<file path="config.mk">
export PLATFORM = sky130hd
export DESIGN_NAME = n_channel_handshake_demux_flat
export DESIGN_NICKNAME = d
export VERILOG_FILES = /design/src/rtl/n_channel_handshake_demux_pkg.sv /design/src/rtl/n_channel_handshake_demux_if.sv /design/src/rtl/n_channel_handshake_demux_channel_slot.sv /design/src/rtl/n_channel_handshake_demux.sv /design/src/flat_wrapper.sv
export SDC_FILE = /design/constraint.sdc
export NUM_CORES = 1
export LEC_CHECK = 0
export BUFFER_PORTS_ARGS = -buffer_cell sky130_fd_sc_hd__buf_4
export CAP_MARGIN = 20
export CORE_ASPECT_RATIO = 0.9
export CORE_MARGIN = 2
export CORE_UTILIZATION = 40
export CTS_CLUSTER_SIZE = 30
export DETAILED_ROUTE_END_ITERATION = 12
export PLACE_DENSITY = 0.66
export SETUP_SLACK_MARGIN = 0.3
export SLEW_MARGIN = 20
export SYNTH_ARGS = -nofsm -noshare
export SYNTH_HDL_FRONTEND = slang
export SYNTH_HIERARCHICAL = 1
export SYNTH_SLANG_ARGS = --single-unit
</file>
<file path="constraint.sdc">
create_clock -name clk -period 2.47 [get_ports clk]
set_clock_uncertainty 0.15 [all_clocks]
set_input_delay 0.247 -clock clk [delete_from_list [all_inputs] [get_ports clk]]
set_output_delay 0.247 -clock clk [all_outputs]
set_load 0.02 [all_outputs]
</file>
<file path="src/rtl/n_channel_handshake_demux_pkg.sv">
// Shared constants and channel-state encoding for the n-channel handshake demux.
package n_channel_demux_pkg;

  localparam int MAX_CHANNELS = 16;
  localparam int DROP_W       = 8;

  typedef enum logic [0:0] {
    CH_EMPTY = 1'b0,
    CH_FULL  = 1'b1
  } ch_state_e;

endpackage

</file>
<file path="src/rtl/n_channel_handshake_demux_if.sv">
// Producer/consumer bundle of the demux. Handshake: a word moves on a rising
// clock edge when its valid and ready are both 1; valid never waits on ready.
interface n_channel_handshake_demux_if
  import n_channel_demux_pkg::*;
#(
  parameter int BITS     = 4,
  parameter int CHANNELS = 4
);

  localparam int SEL_W = $clog2(CHANNELS);

  logic [BITS-1:0]          data;
  logic [SEL_W-1:0]         select;
  logic                     broadcast;
  logic                     in_valid;
  logic                     in_ready;
  logic [CHANNELS*BITS-1:0] out_data;
  logic [CHANNELS-1:0]      out_valid;
  logic [CHANNELS-1:0]      out_ready;
  logic [DROP_W-1:0]        drop_count;

  modport master (
    output data, select, broadcast, in_valid, out_ready,
    input  in_ready, out_data, out_valid, drop_count
  );

  modport slave (
    input  data, select, broadcast, in_valid, out_ready,
    output in_ready, out_data, out_valid, drop_count
  );

endinterface

</file>
<file path="src/rtl/n_channel_handshake_demux_channel_slot.sv">
// One output channel: a single holding register with a two-state EMPTY/FULL FSM.
module demux_channel_slot
  import n_channel_demux_pkg::*;
#(
  parameter int BITS = 4
) (
  input  logic            clk,
  input  logic            rst_n,
  input  logic            wr,
  input  logic [BITS-1:0] wdata,
  input  logic            ready,
  output logic [BITS-1:0] rdata,
  output logic            free,
  output ch_state_e       state
);

  always_ff @(posedge clk or negedge rst_n) begin
    if (!rst_n) begin
      state <= CH_EMPTY;
      rdata <= '0;
    end else if (wr) begin
      // A write while draining replaces the outgoing word, sustaining 1 word/cycle.
      state <= CH_FULL;
      rdata <= wdata;
    end else if (ready) begin
      state <= CH_EMPTY;
    end
  end

  assign free = (state == CH_EMPTY) | ready;

endmodule

</file>
<file path="src/rtl/n_channel_handshake_demux.sv">
// Registered 1-to-CHANNELS valid/ready demux with broadcast, drop counting and
// optional zeroing of idle output slices.
module n_channel_handshake_demux
  import n_channel_demux_pkg::*;
#(
  parameter int BITS      = 4,
  parameter int CHANNELS  = 4,
  parameter int ZERO_IDLE = 1,
  parameter int SEL_W     = $clog2(CHANNELS)
) (
  input logic                        clk,
  input logic                        rst_n,
  n_channel_handshake_demux_if.slave bus
);

  localparam int NSEL = 1 << SEL_W;

  logic [CHANNELS-1:0] free;
  logic [CHANNELS-1:0] wr;
  logic [NSEL-1:0]     free_pad;
  logic                in_range;
  logic                xfer;
  logic                drop_xfer;
  logic [DROP_W-1:0]   drop_cnt;
  ch_state_e           st [CHANNELS];
  logic [BITS-1:0]     hold [CHANNELS];

  generate
    if (NSEL == CHANNELS) begin : g_pow2
      assign in_range = 1'b1;
    end else begin : g_npow2
      localparam logic [SEL_W:0] CH_L = CHANNELS[SEL_W:0];
      assign in_range = ({1'b0, bus.select} < CH_L);
    end
  endgenerate

  // Pad so an out-of-range select never indexes past the real channels.
  always_comb begin
    free_pad                 = '0;
    free_pad[CHANNELS-1:0]   = free;
  end

  assign bus.in_ready = rst_n & (bus.broadcast ? (&free)
                                               : (in_range ? free_pad[bus.select] : 1'b1));
  assign xfer         = bus.in_valid & bus.in_ready;
  assign drop_xfer    = xfer & ~bus.broadcast & ~in_range;

  genvar k;
  generate
    for (k = 0; k < CHANNELS; k++) begin : g_ch
      assign wr[k] = xfer & (bus.broadcast | (in_range & (bus.select == SEL_W'(k))));

      demux_channel_slot #(.BITS(BITS)) u_slot (
        .clk   (clk),
        .rst_n (rst_n),
        .wr    (wr[k]),
        .wdata (bus.data),
        .ready (bus.out_ready[k]),
        .rdata (hold[k]),
        .free  (free[k]),
        .state (st[k])
      );

      assign bus.out_valid[k] = (st[k] == CH_FULL);

      if (ZERO_IDLE != 0) begin : g_zero
        assign bus.out_data[k*BITS +: BITS] = (st[k] == CH_FULL) ? hold[k] : '0;
      end else begin : g_hold
        assign bus.out_data[k*BITS +: BITS] = hold[k];
      end
    end
  endgenerate

  always_ff @(posedge clk or negedge rst_n) begin
    if (!rst_n) begin
      drop_cnt <= '0;
    end else if (drop_xfer && (drop_cnt != {DROP_W{1'b1}})) begin
      drop_cnt <= drop_cnt + 1'b1;
    end
  end

  assign bus.drop_count = drop_cnt;

endmodule

</file>
<file path="src/flat_wrapper.sv">
// flat-port wrapper written by rule: the top's interface ports become plain ports
module n_channel_handshake_demux_flat import n_channel_demux_pkg::*;
#(
  parameter int BITS      = 4,
  parameter int CHANNELS  = 4,
  parameter int ZERO_IDLE = 1,
  parameter int SEL_W     = $clog2(CHANNELS)
)
  (clk, rst_n, bus_data, bus_select, bus_broadcast, bus_in_valid, bus_out_ready, bus_in_ready, bus_out_data, bus_out_valid, bus_drop_count);
  n_channel_handshake_demux_if #(.BITS(BITS), .CHANNELS(CHANNELS)) bus_i ();
  input logic clk;
  input logic rst_n;
  input wire logic [$bits(bus_i.data)-1:0] bus_data;
  input wire logic [$bits(bus_i.select)-1:0] bus_select;
  input wire logic [$bits(bus_i.broadcast)-1:0] bus_broadcast;
  input wire logic [$bits(bus_i.in_valid)-1:0] bus_in_valid;
  input wire logic [$bits(bus_i.out_ready)-1:0] bus_out_ready;
  output wire logic [$bits(bus_i.in_ready)-1:0] bus_in_ready;
  output wire logic [$bits(bus_i.out_data)-1:0] bus_out_data;
  output wire logic [$bits(bus_i.out_valid)-1:0] bus_out_valid;
  output wire logic [$bits(bus_i.drop_count)-1:0] bus_drop_count;
  assign bus_i.data = bus_data;
  assign bus_i.select = bus_select;
  assign bus_i.broadcast = bus_broadcast;
  assign bus_i.in_valid = bus_in_valid;
  assign bus_i.out_ready = bus_out_ready;
  assign bus_in_ready = bus_i.in_ready;
  assign bus_out_data = bus_i.out_data;
  assign bus_out_valid = bus_i.out_valid;
  assign bus_drop_count = bus_i.drop_count;
  n_channel_handshake_demux #(.BITS(BITS), .CHANNELS(CHANNELS), .ZERO_IDLE(ZERO_IDLE), .SEL_W(SEL_W)) u_core (.clk(clk), .rst_n(rst_n), .bus(bus_i));
endmodule
</file>
* Word-level counts from Yosys, hierarchy flattened
Cells that the tools add are included.
Cells by class: $lt $le $gt $ge 1, equality and inequality tests 3, mux-type cells 15, bitwise gates (word level) 18, reduce and logical (&&, ||, !) cells 6
Operators by type and width (count):
- $mux 4 | 4
- $mux 1 | 10
- $or 1x1->1 | 8
- $reduce_bool 2->1 | 4
- $and 1x1->1 | 6
- $eq 2x2->1 const B | 2
- $not 1->1 | 4
- $reduce_and 4->1 | 1
- $lt 2x3->1 const B | 1
- $bmux 1 s2 | 1
- $eq 2x1->1 const B | 1
- $logic_not 2->1 | 1
Word-level totals: register bits 20, input port bits 14, output and inout bits 29, word-level logic and storage cells 51

* Longest topological paths before layout
Gate-level depths: netlist (run 1).
depth after elaboration 9, gate-level depth with buffers 5, gate-level depth less buffers 5

* By module
The synthesis (run 1) kept the hierarchy.
Modules (own cells, without submodules):
- demux_channel_slot | times used 4, cells each 11, area an instance 182.7 um^2, sequential area each 125.1 um^2
- n_channel_handshake_demux | times used 1, cells each 46, area an instance 285.3 um^2, sequential area each 0.0 um^2

* Least setup slack after synthesis (run 1)
Ideal clock, no wire load.
kind reg2reg, from register u_core.g_ch[3].u_slot.state, to register u_core.g_ch[1].u_slot.rdata[0], setup time 0.125 ns, arrival time 1.592 ns, required time 2.195 ns, path slack 0.604 ns, cell stages (with the launch flop) 6, buffers on the path 0, clock period less this slack 1.866 ns, path through dfrtp_1 > nand2b_1 > and3_1 > nand3_1 > a21oi_1 > mux2_2
Between the ends: longest elaborated chain between the ends 8, elaborated cells between the ends (all ways) 9, classes of those cells mux: 3; bitwise: 5; reduce/logical: 1
RTL lines:
- from (decl) | line n_channel_handshake_demux_channel_slot.sv:14 | output ch_state_e state
- from (signal assigned) | line n_channel_handshake_demux_channel_slot.sv:19 | state <= CH_EMPTY;
- from (signal assigned) | line n_channel_handshake_demux_channel_slot.sv:23 | state <= CH_FULL;
- from (signal assigned) | line n_channel_handshake_demux_channel_slot.sv:26 | state <= CH_EMPTY;
- $not 1->1 * | line n_channel_handshake_demux_channel_slot.sv:30 | assign free = (state == CH_EMPTY) | ready;
- $or 1x1->1 * | line n_channel_handshake_demux_channel_slot.sv:30
- net u_core.free[3] | line n_channel_handshake_demux.sv:18 | logic [CHANNELS-1:0] free;
- $bmux 1 s2 | line n_channel_handshake_demux.sv:44 | : (in_range ? free_pad[bus.select] : 1'b1));
- $mux 1 (not written as such) | line n_channel_handshake_demux.sv:44
- $mux 1 * | line n_channel_handshake_demux.sv:43 | assign bus.in_ready = rst_n & (bus.broadcast ? (&free)
- $and 1x1->1 * | line n_channel_handshake_demux.sv:43
- $and 1x1->1 * | line n_channel_handshake_demux.sv:45 | assign xfer = bus.in_valid & bus.in_ready;
- $and 1x1->1 * | line n_channel_handshake_demux.sv:51 | assign wr[k] = xfer & (bus.broadcast | (in_range & (bus.select == SEL_W'(k))));
- net u_core.wr[1] | line n_channel_handshake_demux.sv:19 | logic [CHANNELS-1:0] wr;
- to (signal assigned) | line n_channel_handshake_demux_channel_slot.sv:24 | rdata <= wdata;
- to (decl) | line n_channel_handshake_demux_channel_slot.sv:12 | output logic [BITS-1:0] rdata,
The timed path passes the listed nets; every way through them passes the cells marked *. The select of a mux whose other input is x is not followed. A chain may end at the register's enable or synchronous reset.

* Worst setup path in the final report (run 1)
from register u_core.g_ch[2].u_slot.state, to register u_core.g_ch[1].u_slot.rdata[0]
Between the ends: longest elaborated chain between the ends 8, elaborated cells between the ends (all ways) 9, classes of those cells mux: 3; bitwise: 5; reduce/logical: 1
RTL lines (line):
- from (decl) | n_channel_handshake_demux_channel_slot.sv:14
- from (signal assigned) | n_channel_handshake_demux_channel_slot.sv:19
- from (signal assigned) | n_channel_handshake_demux_channel_slot.sv:23
- from (signal assigned) | n_channel_handshake_demux_channel_slot.sv:26
- $not 1->1 * | n_channel_handshake_demux_channel_slot.sv:30
- $or 1x1->1 * | n_channel_handshake_demux_channel_slot.sv:30
- net u_core.free[2] | n_channel_handshake_demux.sv:18
- $bmux 1 s2 | n_channel_handshake_demux.sv:44
- $mux 1 (not written as such) | n_channel_handshake_demux.sv:44
- $mux 1 * | n_channel_handshake_demux.sv:43
- $and 1x1->1 * | n_channel_handshake_demux.sv:43
- $and 1x1->1 * | n_channel_handshake_demux.sv:45
- $and 1x1->1 * | n_channel_handshake_demux.sv:51
- net u_core.wr[1] | n_channel_handshake_demux.sv:19
Marked as above.

==> out/summary.txt, run 1 <==
Status - finished clean
Initial antenna violation count - 0
Post-synth top area cell - dfrtp_1
Final worst path period need - 2.014 ns
Top Ports - 43
PwrDens - 685.9 nW/µm²
Via Count - 761
Wire per inst - 13.19 µm
Die area - 2960 µm²
Diodes inserted - 0
H-tree levels - 1
Placed cells - 151
Sequential area share after synthesis - 49.26%
Die Width - 57.13 µm
Worst setup EP type - flip-flop
Initial Util - 41.90%
Total wire length - 2.058 mm
Pre-CTS setup slack - 0.4979 ns
Setup bufs post-CTS - 0
Static leakage - 0.6498 nW
Die Ht - 51.81 µm
Max IR drop VDD - 0.0003911 V
Yosys warns - 6
Number of port buffers - 34
Req. time, crit path - 2.50 ns
CP bufs+invs - 0
Vias per inst - 4.878
Seq pwr share - 49.5%
Commonest non-fill, non-tap cell in the layout - buf_4
NumNets Final - 143
Final setup violation count - 0
Gr usage total - 14.45%
Switch share - 29.45%
Largest stage delay, worst path - 0.43 ns
Area share of the largest cell type after synthesis - 49.26%
GRT Residual Overflow - 0
Total chip power - 0.9045 mW
Mapped Area - 1016 µm²
RSZ-0062 raised after global routing - false
Max Cap Viol - 0
Worst EP arrival - 2.05 ns
CTS buffer count - 3
Clk_lat worst skew - 0.29 ns
CTS max path bufs - 2
Worst hold path type - input port to flip-flop
Cell breakdown of the critical path - nand2b_1 -> and3_1 -> nand3_1 -> a21oi_1 -> mux2_2
Crit share post-route - 81.53%
Worst hold slack - 0.06931 ns
Initial DRT Pass Iterations - 4
Combinational power share - 30.1%
Highest clock rate - 496.6 MHz
Synthesized instance count - 90
CP top delay family - simple AND/OR/NAND/NOR gates
Setup_tns - 0 ns
Synth top area cells - dfrtp_1 49%, mux2_2 18%, and2_1 9.9%, buf_4 5.9%, nand2b_1 4.9%
Largest net degree at the start of global routing - 24
Core Rows - 17
Cell-internal power - 0.6382 mW
CTS tree - yes
Area grow syn2layout - 29.80%
Synth unique cells - 19
Worst-path maximum fanout - 6
CP max stage cell - dfrtp_1
Flops & latches, synth - 20
Slew Limit Fails - 0
Vias in the first global route - 714
CTS clock-pin slew for the worst setup and hold paths - 0.11 ns
Root buffer cell - clkbuf_4
Final ANT Viol Nets - 0
Fin worst setup slack - 0.4562 ns
Clock sinks - 20
Core Area - 2425 µm²
Final cell count without fillers - 156
Worst Setup Start Kind - flip-flop
Detailed Place HPWL - 1.597 mm
Sw power - 0.2663 mW
Commonest cells after routing, fill and taps aside - 34 x buf_4, 20 x dfrtp_1, 16 x and2_1, 16 x mux2_2
Final Hold Vio Count - 0
DRC errors left - 0
RD Place Congestion - 0.7114
Avg Inst Size Synth - 11.29 µm²
CP Class - flip-flop to flip-flop
Share of layout cells above drive strength 1 - 42.97%
Clock power share - 20.4%
First-pass GRT wire length - 3.256 mm
DRT iter0 DRCs - 28
==> metal layers <==
metal | track usage (%) | vias up | wire (µm)
met3 | 1.244 | 2 | 118
met2 | 23.75 | 27 | 1005
met1 | 19.33 | 365 | 906
li1 | - | 367 | -
met5 | 0 | - | 0
met4 | 6.977 | 0 | 27
==> repair_timing <==
item | CTS | global route
hold endpoints to repair | 20 | 0
resized for setup | 0 | 0
hold buffers | 1 | 0
==> power by group through the flow <==
stage | clock network, mW | logic, mW | registers [mW]
2_1_floorplan | 0 | 0.175 | 0.450
3_3_place_gp | 0 | 0.269 | 0.454
3_5_place_dp | 0 | 0.273 | 0.456
4_1_cts | 0.193 | 0.276 | 0.449
5_1_grt | 0.207 | 0.293 | 0.457
6_report | 0.184 | 0.272 | 0.448
==> final cells by class <==
type,count,area [µm²]
Inverter,3,11.26
Clock buffer,4,36.28
Sequential cell,20,500.5
Timing Repair Buffer,35,265.3
Fill cell,223,1106
Tap cell,28,35.03
Multi-Input combinational cell,66,470.5
==> sequential cells by signal, summed over array words and instances, names as in the netlist <==
name / count
u_core/g_ch.u_slot/rdata: 16
u_core/g_ch.u_slot/state: 4
==> through the flow <==
step                      utilization (%)  cell area (µm²)
after detailed placement            52.48             1272
after CTS                           54.39             1319
after global placement              52.48             1272
after global routing                54.39             1319
after floorplan                         -             1042
final                               54.39             1319
==> synth_stat cells <==
master,number
conb_1,1
a31oi_1,2
and2_1,16
o211ai_1,1
nand2_1,2
nand3b_1,1
nand2b_1,8
buf_4,8
inv_1,3
o21ai_0,1
a21oi_1,3
dfrtp_1,20
o21bai_1,1
mux2_2,16
nand4_1,1
and2b_2,1
mux2_1,1
and3_1,1
nand3_1,3
==> cell families after synthesis <==
group                  after synthesis  share of synthesized area (%)
multiplexers                        17                          18.84
AND/OR/NAND/NOR                     33                          19.83
other                                1                         0.3691
buffers and inverters               11                          7.020
AO/OA/AOI/OAI                        8                          4.679
flip-flops                          20                          49.26
==> path summary, 6_finish.rpt <==
check / endpoint / cells after the start / startpoint / slack [ns]
setup reg to reg: u_core/g_ch[1].u_slot/rdata[0] / 5 / u_core/g_ch[2].u_slot/state / 0.46
max in group asynchronous: u_core/g_ch[3].u_slot/state / 2 / rst_n / 1.74
hold reg to reg: u_core/g_ch[3].u_slot/rdata[0] / 1 / u_core/g_ch[3].u_slot/rdata[0] / 0.36
setup / recovery: u_core/g_ch[1].u_slot/rdata[0] / 5 / u_core/g_ch[2].u_slot/state / 0.46
hold / removal: u_core/g_ch[1].u_slot/rdata[3] / 2 / bus_data[3] / 0.07
min in group asynchronous: u_core/g_ch[2].u_slot/state / 2 / rst_n / 0.21
Power figures use the tool's default switching activity.
==> inputs of run 2 (changes only) <==
--- a/config.mk
+++ b/config.mk
@@ -5,6 +5,7 @@
 export SDC_FILE = /design/constraint.sdc
 export NUM_CORES = 1
 export LEC_CHECK = 0
+export ABC_AREA = 1
 export BUFFER_PORTS_ARGS = -buffer_cell sky130_fd_sc_hd__buf_4
 export CAP_MARGIN = 20
 export CORE_ASPECT_RATIO = 0.9
@@ -12,7 +13,7 @@
 export CORE_UTILIZATION = 40
 export CTS_CLUSTER_SIZE = 30
 export DETAILED_ROUTE_END_ITERATION = 12
-export PLACE_DENSITY = 0.66
+export PLACE_DENSITY = 0.65
 export SETUP_SLACK_MARGIN = 0.3
 export SLEW_MARGIN = 20
 export SYNTH_ARGS = -nofsm -noshare
==> constraint.sdc (replaced) <==
create_clock -name clk -period 2.11 [get_ports clk]
set_clock_uncertainty 0.15 [all_clocks]
set_input_delay 0.211 -clock clk [delete_from_list [all_inputs] [get_ports clk]]
set_output_delay 0.211 -clock clk [all_outputs]
set_load 0.02 [all_outputs]
==> out/summary.txt, run 2 <==
H-tree levels - 1 (unchanged)
Worst EP arrival - 1.42 ns (-0.63 ns)
Final ANT Viol Nets - 0 (unchanged)
Die area - 3058 µm² (+3.3%)
CP max stage cell - dfrtp_1
Cell breakdown of the critical path - nand2_2 -> nand2_1 -> nor2_1 -> nand3_1 -> nand2_2 -> and3_2 -> buf_6
Commonest non-fill, non-tap cell in the layout - nand2_1
Most common cell in the netlist - nand2_1
CTS clock-pin slew for the worst setup and hold paths - 0.12 ns (about the same)
Worst hold path type - input port to flip-flop
Sequential area share after synthesis - 47.56% (-1.7 points)
First-pass GRT wire length - 3.795 mm (+17%)
Setup_tns - 0 ns (unchanged)
Number of flops mapped to enable cells by yosys - 0 (unchanged)
Number of port buffers - 34 (unchanged)
Crit share post-route - 84.20%
PwrDens - 711.8 nW/µm² (+3.8%)
Yosys warns - 6 (unchanged)
Worst setup EP type - output pin
Area share of the largest cell type after synthesis - 47.56% (-1.7 points)
Post-Layout Inst Area - 1466 µm² (+11%)
DRC errors left - 0 (unchanged)
Share of layout cells above drive strength 1 - 30.65% (-12 points)
DP Area - 1309 µm² (+2.9%)
Req. time, crit path - 1.75 ns (-0.75 ns)
Synth top cells by count - 79 x nand2_1, 25 x inv_1, 20 x dfrtp_1
CP Class - flip-flop to output pin
Final worst path period need - 1.777 ns
Total chip power - 1.044 mW (+15%)
Final Hold Vio Count - 0 (unchanged)
WHS Path Cells - 3 (+1)
Mapped Area - 1052 µm² (+3.6%)
Most flop-heavy register - u_core/g_ch.u_slot/rdata
Vias per inst - 4.485 (-8.1%)
Status - finished clean
Initial DRT Pass Iterations - 4 (unchanged)
Clock sinks - 20 (unchanged)
Die Width - 58.07 µm (+1.6%)
Core Util, Final - 59.43% (+5.0 points)
Flops & latches, synth - 20 (unchanged)
Worst Setup Start Kind - flip-flop
Initial Util - 42.65% (+0.75 points)
Top Ports - 43 (unchanged)
Synth unique cells - 13 (-6)
Highest clock rate - 562.9 MHz
Ys flop type - dfrtp_1
Core Area - 2467 µm² (+1.8%)
Largest net degree at the start of global routing - 23 (-4.2%)
Slew Limit Fails - 0 (unchanged)
CP dominant cell by count - nand2_2
RD Place Congestion - 0.7931 (+11%)
Post-synth ARST share - 100.0% (unchanged)
Diodes inserted - 0 (unchanged)
Gr usage total - 16.33% (+1.9 points)
Commonest cells after routing, fill and taps aside - 75 x nand2_1, 40 x buf_4, 25 x inv_1, 20 x dfrtp_1, 8 x conb_1
Static leakage - 0.9868 nW (+52%)
GRT Residual Overflow - 0 (unchanged)
Synthesized instance count - 151 (+68%)
Fillcell total - 225 (+0.90%)
Post-synth top area cell - dfrtp_1
Via Count - 1,018 (+34%)
CTS tree - yes
Detailed Place HPWL - 1.694 mm (+6.1%)
Biggest regs - u_core/g_ch.u_slot/rdata: 16 flops, u_core/g_ch.u_slot/state: 4 flops
Wire per inst - 10.21 µm (-23%)
Root buffer cell - clkbuf_4
Synth top area cells - dfrtp_1 48%, nand2_1 28%, inv_1 8.9%, buf_4 5.7%, nor2_1 1.8%
Worst-path maximum fanout - 3 (-3)
CTS buffer count - 3 (unchanged)
Max Cap Viol - 0 (unchanged)
Vias in the first global route - 896 (+25%)
Final setup violation count - 0 (unchanged)
Clk_lat worst skew - 0.30 ns (about the same)
Area grow syn2layout - 39.36%
Largest stage delay, worst path - 0.41 ns (-0.02 ns)
RSZ-0062 raised after global routing - true
Avg Inst Size Synth - 6.969 µm² (-38%)
CTS max path bufs - 2 (unchanged)
NumNets Final - 214 (+50%)
Max IR drop VDD - 0.0004099 V (+4.8%)
Die Ht - 52.66 µm (+1.6%)
Max FFs per register - 16 (unchanged)
Initial antenna violation count - 0 (unchanged)
Total wire length - 2.318 mm (+13%)
Core Rows - 17 (unchanged)
R2r worst-path depth - 10 (+5)
DRT iter0 DRCs - 43 (+54%)
## run 2: critical path, delay by kind of cell (launching register included)
kind | cells | cell delay, ns
flops | 1 | 0.41
buf+inv | 1 | 0.11
simple gates | 6 | 0.59
## run 2: cell families (layout without fill, tap and decap cells)
kind of cell           Yosys count  in the layout  synth area share, %
buffers and inverters           37             78                16.05
AO/OA/AOI/OAI                    4              4                2.259
AND/OR/NAND/NOR                 89             89                33.77
other                            1              8               0.3564
flip-flops                      20             20                47.56
## run 2: timing repair
item | CTS | global route
hold buffers | 4 | 0
gates cloned | 0 | 0
endpoints found under the setup margin | 17 | 21
gates resized for setup | 2 | 8
pin swaps | 0 | 3
setup buffers | 3 | 4
endpoints found under the hold margin | 25 | 0
## run 2: final timing paths
path / startpoint / end / slack, ns
worst max-delay path: u_core/g_ch[2].u_slot/state / bus_in_ready / 0.33
worst min-delay path: bus_data[2] / u_core/g_ch[0].u_slot/rdata[2] / 0.008
worst max register to register: u_core/g_ch[2].u_slot/state / u_core/g_ch[3].u_slot/rdata[3] / 0.36
worst min register to register: u_core/g_ch[2].u_slot/rdata[2] / u_core/g_ch[2].u_slot/rdata[2] / 0.33
max in group asynchronous: rst_n / u_core/g_ch[1].u_slot/rdata[2] / 1.42
min in group asynchronous: rst_n / u_core/g_ch[3].u_slot/rdata[0] / 0.17
## run 2: final cells by class
| class | count | area [µm²] | area share (%) |
|---|---|---|---|
| Inverter | 29 | 108.9 | 7.423 |
| Sequential cell | 20 | 500.5 | 34.13 |
| Multi-Input combinational cell | 101 | 434.2 | 29.61 |
| Tap cell | 28 | 35.03 | 2.389 |
| Timing Repair Buffer | 45 | 351.6 | 23.98 |
| Clock buffer | 4 | 36.28 | 2.474 |
## run 2: metrics by stage
| stage | cells | worst slack, ns | hold slack (ns) |
|---|---|---|---|
| floorplan | 158 | 0.4158 | -0.2346 |
| global placement | 212 | 0.2841 | -0.03431 |
| detailed placement | 212 | 0.2363 | -0.03829 |
| CTS | 223 | 0.3112 | 0.001788 |
| global route | 227 | 0.2050 | 0.007579 |
| finish | 227 | 0.3335 | 0.007912 |
## run 2: metal layers
layer	track usage (%)	part of all wire, %
met1	20.71	45
met2	28.41	48
met3	2.963	6.0
met4	4.651	0.56
met5	0	0
## run 2: power breakdown
part / switching, mW / total (mW) / internal [mW]
registers: 0.0496 / 0.518 / 0.468
clock network: 0.115 / 0.220 / 0.105
logic: 0.177 / 0.306 / 0.129
total: 0.341 / 1.04 / 0.703
==> inputs of run 3 (changes only) <==
--- a/config.mk
+++ b/config.mk
@@ -5,7 +5,7 @@
 export SDC_FILE = /design/constraint.sdc
 export NUM_CORES = 1
 export LEC_CHECK = 0
-export ABC_AREA = 1
+export ABC_AREA = 0
 export BUFFER_PORTS_ARGS = -buffer_cell sky130_fd_sc_hd__buf_4
 export CAP_MARGIN = 20
 export CORE_ASPECT_RATIO = 0.9
@@ -13,7 +13,7 @@
 export CORE_UTILIZATION = 40
 export CTS_CLUSTER_SIZE = 30
 export DETAILED_ROUTE_END_ITERATION = 12
-export PLACE_DENSITY = 0.65
+export PLACE_DENSITY = 0.68
 export SETUP_SLACK_MARGIN = 0.3
 export SLEW_MARGIN = 20
 export SYNTH_ARGS = -nofsm -noshare
==> constraint.sdc (replaced) <==
create_clock -name clk -period 1.5 [get_ports clk]
set_clock_uncertainty 0.15 [all_clocks]
set_input_delay 0.15 -clock clk [delete_from_list [all_inputs] [get_ports clk]]
set_output_delay 0.15 -clock clk [all_outputs]
set_load 0.02 [all_outputs]
==> out/summary.txt, run 3 (same netlist as run 1, synthesis figures left out) <==
Status - finished with violations
Failing checks - negative setup slack
Highest clock rate - 574.3 MHz
H-tree levels - 1 (unchanged)
DRT iter0 DRCs - 10 (-77%)
GRT Residual Overflow - 0 (unchanged)
Final Hold Vio Count - 0 (unchanged)
Via Count - 859 (-16%)
CTS max path bufs - 2 (unchanged)
Die Ht - 51.81 µm (-1.6%)
Biggest regs - u_core/g_ch.u_slot/rdata: 16 flops, u_core/g_ch.u_slot/state: 4 flops
Pre-CTS setup slack - -0.2090 ns (-0.4453 ns)
DP Area - 1458 µm² (+11%)
Worst-path maximum fanout - 3 (unchanged)
Detailed Place HPWL - 1.874 mm (+11%)
Final setup violation count - 27 (+27)
Static leakage - 0.8602 nW (-13%)
Fillcell total - 163 (-28%)
Max IR drop VDD - 0.0007769 V (+90%)
Diodes inserted - 0 (unchanged)
CTS buffer count - 3 (unchanged)
Vias in the first global route - 911 (+1.7%)
Largest net degree at the start of global routing - 16 (-30%)
DRC errors left - 0 (unchanged)
Commonest non-fill, non-tap cell in the layout - buf_6
CP top delay family - flip-flops
RD Place Congestion - 0.7397 (-6.7%)
Largest stage delay, worst path - 0.44 ns (+0.03 ns)
Initial DRT Pass Iterations - 2 (-2)
Vias per inst - 4.909 (+9.5%)
CP bufs+invs - 1 (unchanged)
Core Area - 2425 µm² (-1.7%)
Initial antenna violation count - 0 (unchanged)
Slew Limit Fails - 0 (unchanged)
Core Rows - 17 (unchanged)
Clk_lat worst skew - 0.30 ns (about the same)
Post-Layout Inst Area - 1758 µm² (+20%)
Die Width - 57.13 µm (-1.6%)
Final worst path period need - 1.741 ns
CTS tree - yes
Commonest cells after routing, fill and taps aside - 25 x buf_6, 24 x buf_4, 17 x mux2_4, 17 x dfrtp_1, 16 x and2_4
First-pass GRT wire length - 4.450 mm (+17%)
Number of port buffers - 34 (unchanged)
Final ANT Viol Nets - 0 (unchanged)
Max FFs per register - 16 (unchanged)
Clock sinks - 20 (unchanged)
Worst setup EP type - output pin
Area grow syn2layout - 73.03%
Cell breakdown of the critical path - nand2b_4 -> and3_4 -> o211ai_1 -> a31oi_1 -> buf_4
Die area - 2960 µm² (-3.2%)
Total wire length - 2.724 mm (+18%)
Share of layout cells above drive strength 1 - 68.03% (+37 points)
CP Class - flip-flop to output pin
Crit share post-route - 116.1%
Req. time, crit path - 1.20 ns (-0.55 ns)
Top Ports - 43 (unchanged)
Wire per inst - 15.57 µm (+52%)
Worst Setup Start Kind - flip-flop
Initial Util - 41.90% (-0.75 points)
Most flop-heavy register - u_core/g_ch.u_slot/rdata
NumNets Final - 162 (-24%)
PwrDens - 1004 nW/µm² (+41%)
RSZ-0062 raised after global routing - true
Root buffer cell - clkbuf_4
Worst hold path type - input port to flip-flop
CTS clock-pin slew for the worst setup and hold paths - 0.11 ns (about the same)
CP max stage cell - dfrtp_2
Max Cap Viol - 0 (unchanged)
Worst EP arrival - 1.44 ns (+0.02 ns)
Gr usage total - 20.19% (+3.9 points)
Total chip power - 1.766 mW (+69%)
Fin worst setup slack - -0.2411 ns (-0.5746 ns)
[run 3: changes by cell type in the layout (fill, tap and decap cells not counted), sizes merged, moves of 2 or more]
cell    delta
nand2b     +8
buf        +8
mux2      +17
nor2       -5
and2      +16
nand2     -77
a31oi      +2
inv       -26
[run 3: power by group]
part	switching [mW]	internal, mW	total (mW)	leakage (nW)
registers	0.0843	0.673	0.757	0.238
clock network	0.169	0.104	0.273	0.0150
logic	0.290	0.445	0.735	0.607
[run 3: path summary, 6_finish.rpt]
kind	endpoint	cells past startpoint	from	slack [ns]
min	u_core/g_ch[1].u_slot/state	4	bus_out_ready[1]	0.07
max in group asynchronous	u_core/g_ch[2].u_slot/state	3	rst_n	0.54
min reg2reg	u_core/g_ch[0].u_slot/rdata[1]	1	u_core/g_ch[0].u_slot/rdata[1]	0.38
max	bus_in_ready	5	u_core/g_ch[1].u_slot/state	-0.24
min in group asynchronous	u_core/g_ch[1].u_slot/rdata[2]	2	rst_n	0.13
max reg2reg	u_core/g_ch[2].u_slot/rdata[3]	6	u_core/g_ch[2].u_slot/state	-0.24
[run 3: worst reg2reg max path: cells and delay by family (launching register included)]
kind	cells	cell delay, ns
compound gates	1	0.29
buf+inv	2	0.21
flops	1	0.44
mux	1	0.33
simple gates	2	0.21
[run 3: what timing repair did]
item	4_1_cts	5_1_grt
gates resized for setup	43	11
hold endpoints to repair	37	0
hold buffers	5	0
pin swaps	4	2
endpoints found under the setup margin	41	41
buffers inserted	3	2
[run 3: area by class of cell]
class	instances	area, µm²	area share (%)
tap	28	35.03	1.993
sequential	20	504.2	28.68
clock buffer	4	26.28	1.495
inverter	3	11.26	0.6406
timing repair buffer	54	511.7	29.11
multi-input combinational	66	669.4	38.08
[run 3: metrics by stage]
step	instances	hold WS, ns	TNS (ns)	util (%)
after CTS	173	-0.01879	-3.830	70.38
after global routing	175	0.06521	-5.496	72.50
after global placement	161	-0.1708	-2.544	60.11
final	175	0.06913	-4.369	72.50
after detailed placement	161	-0.1713	-2.972	60.11
after floorplan	97	-0.2956	-2.971	-
[run 3: routing by layer]
metal,vias up,GRT usage [%],wire [µm]
met5,-,0,0
met4,0,7.364,55
met3,6,2.985,143
met2,34,36.97,1386
met1,419,24.09,1139
li1,400,-,-
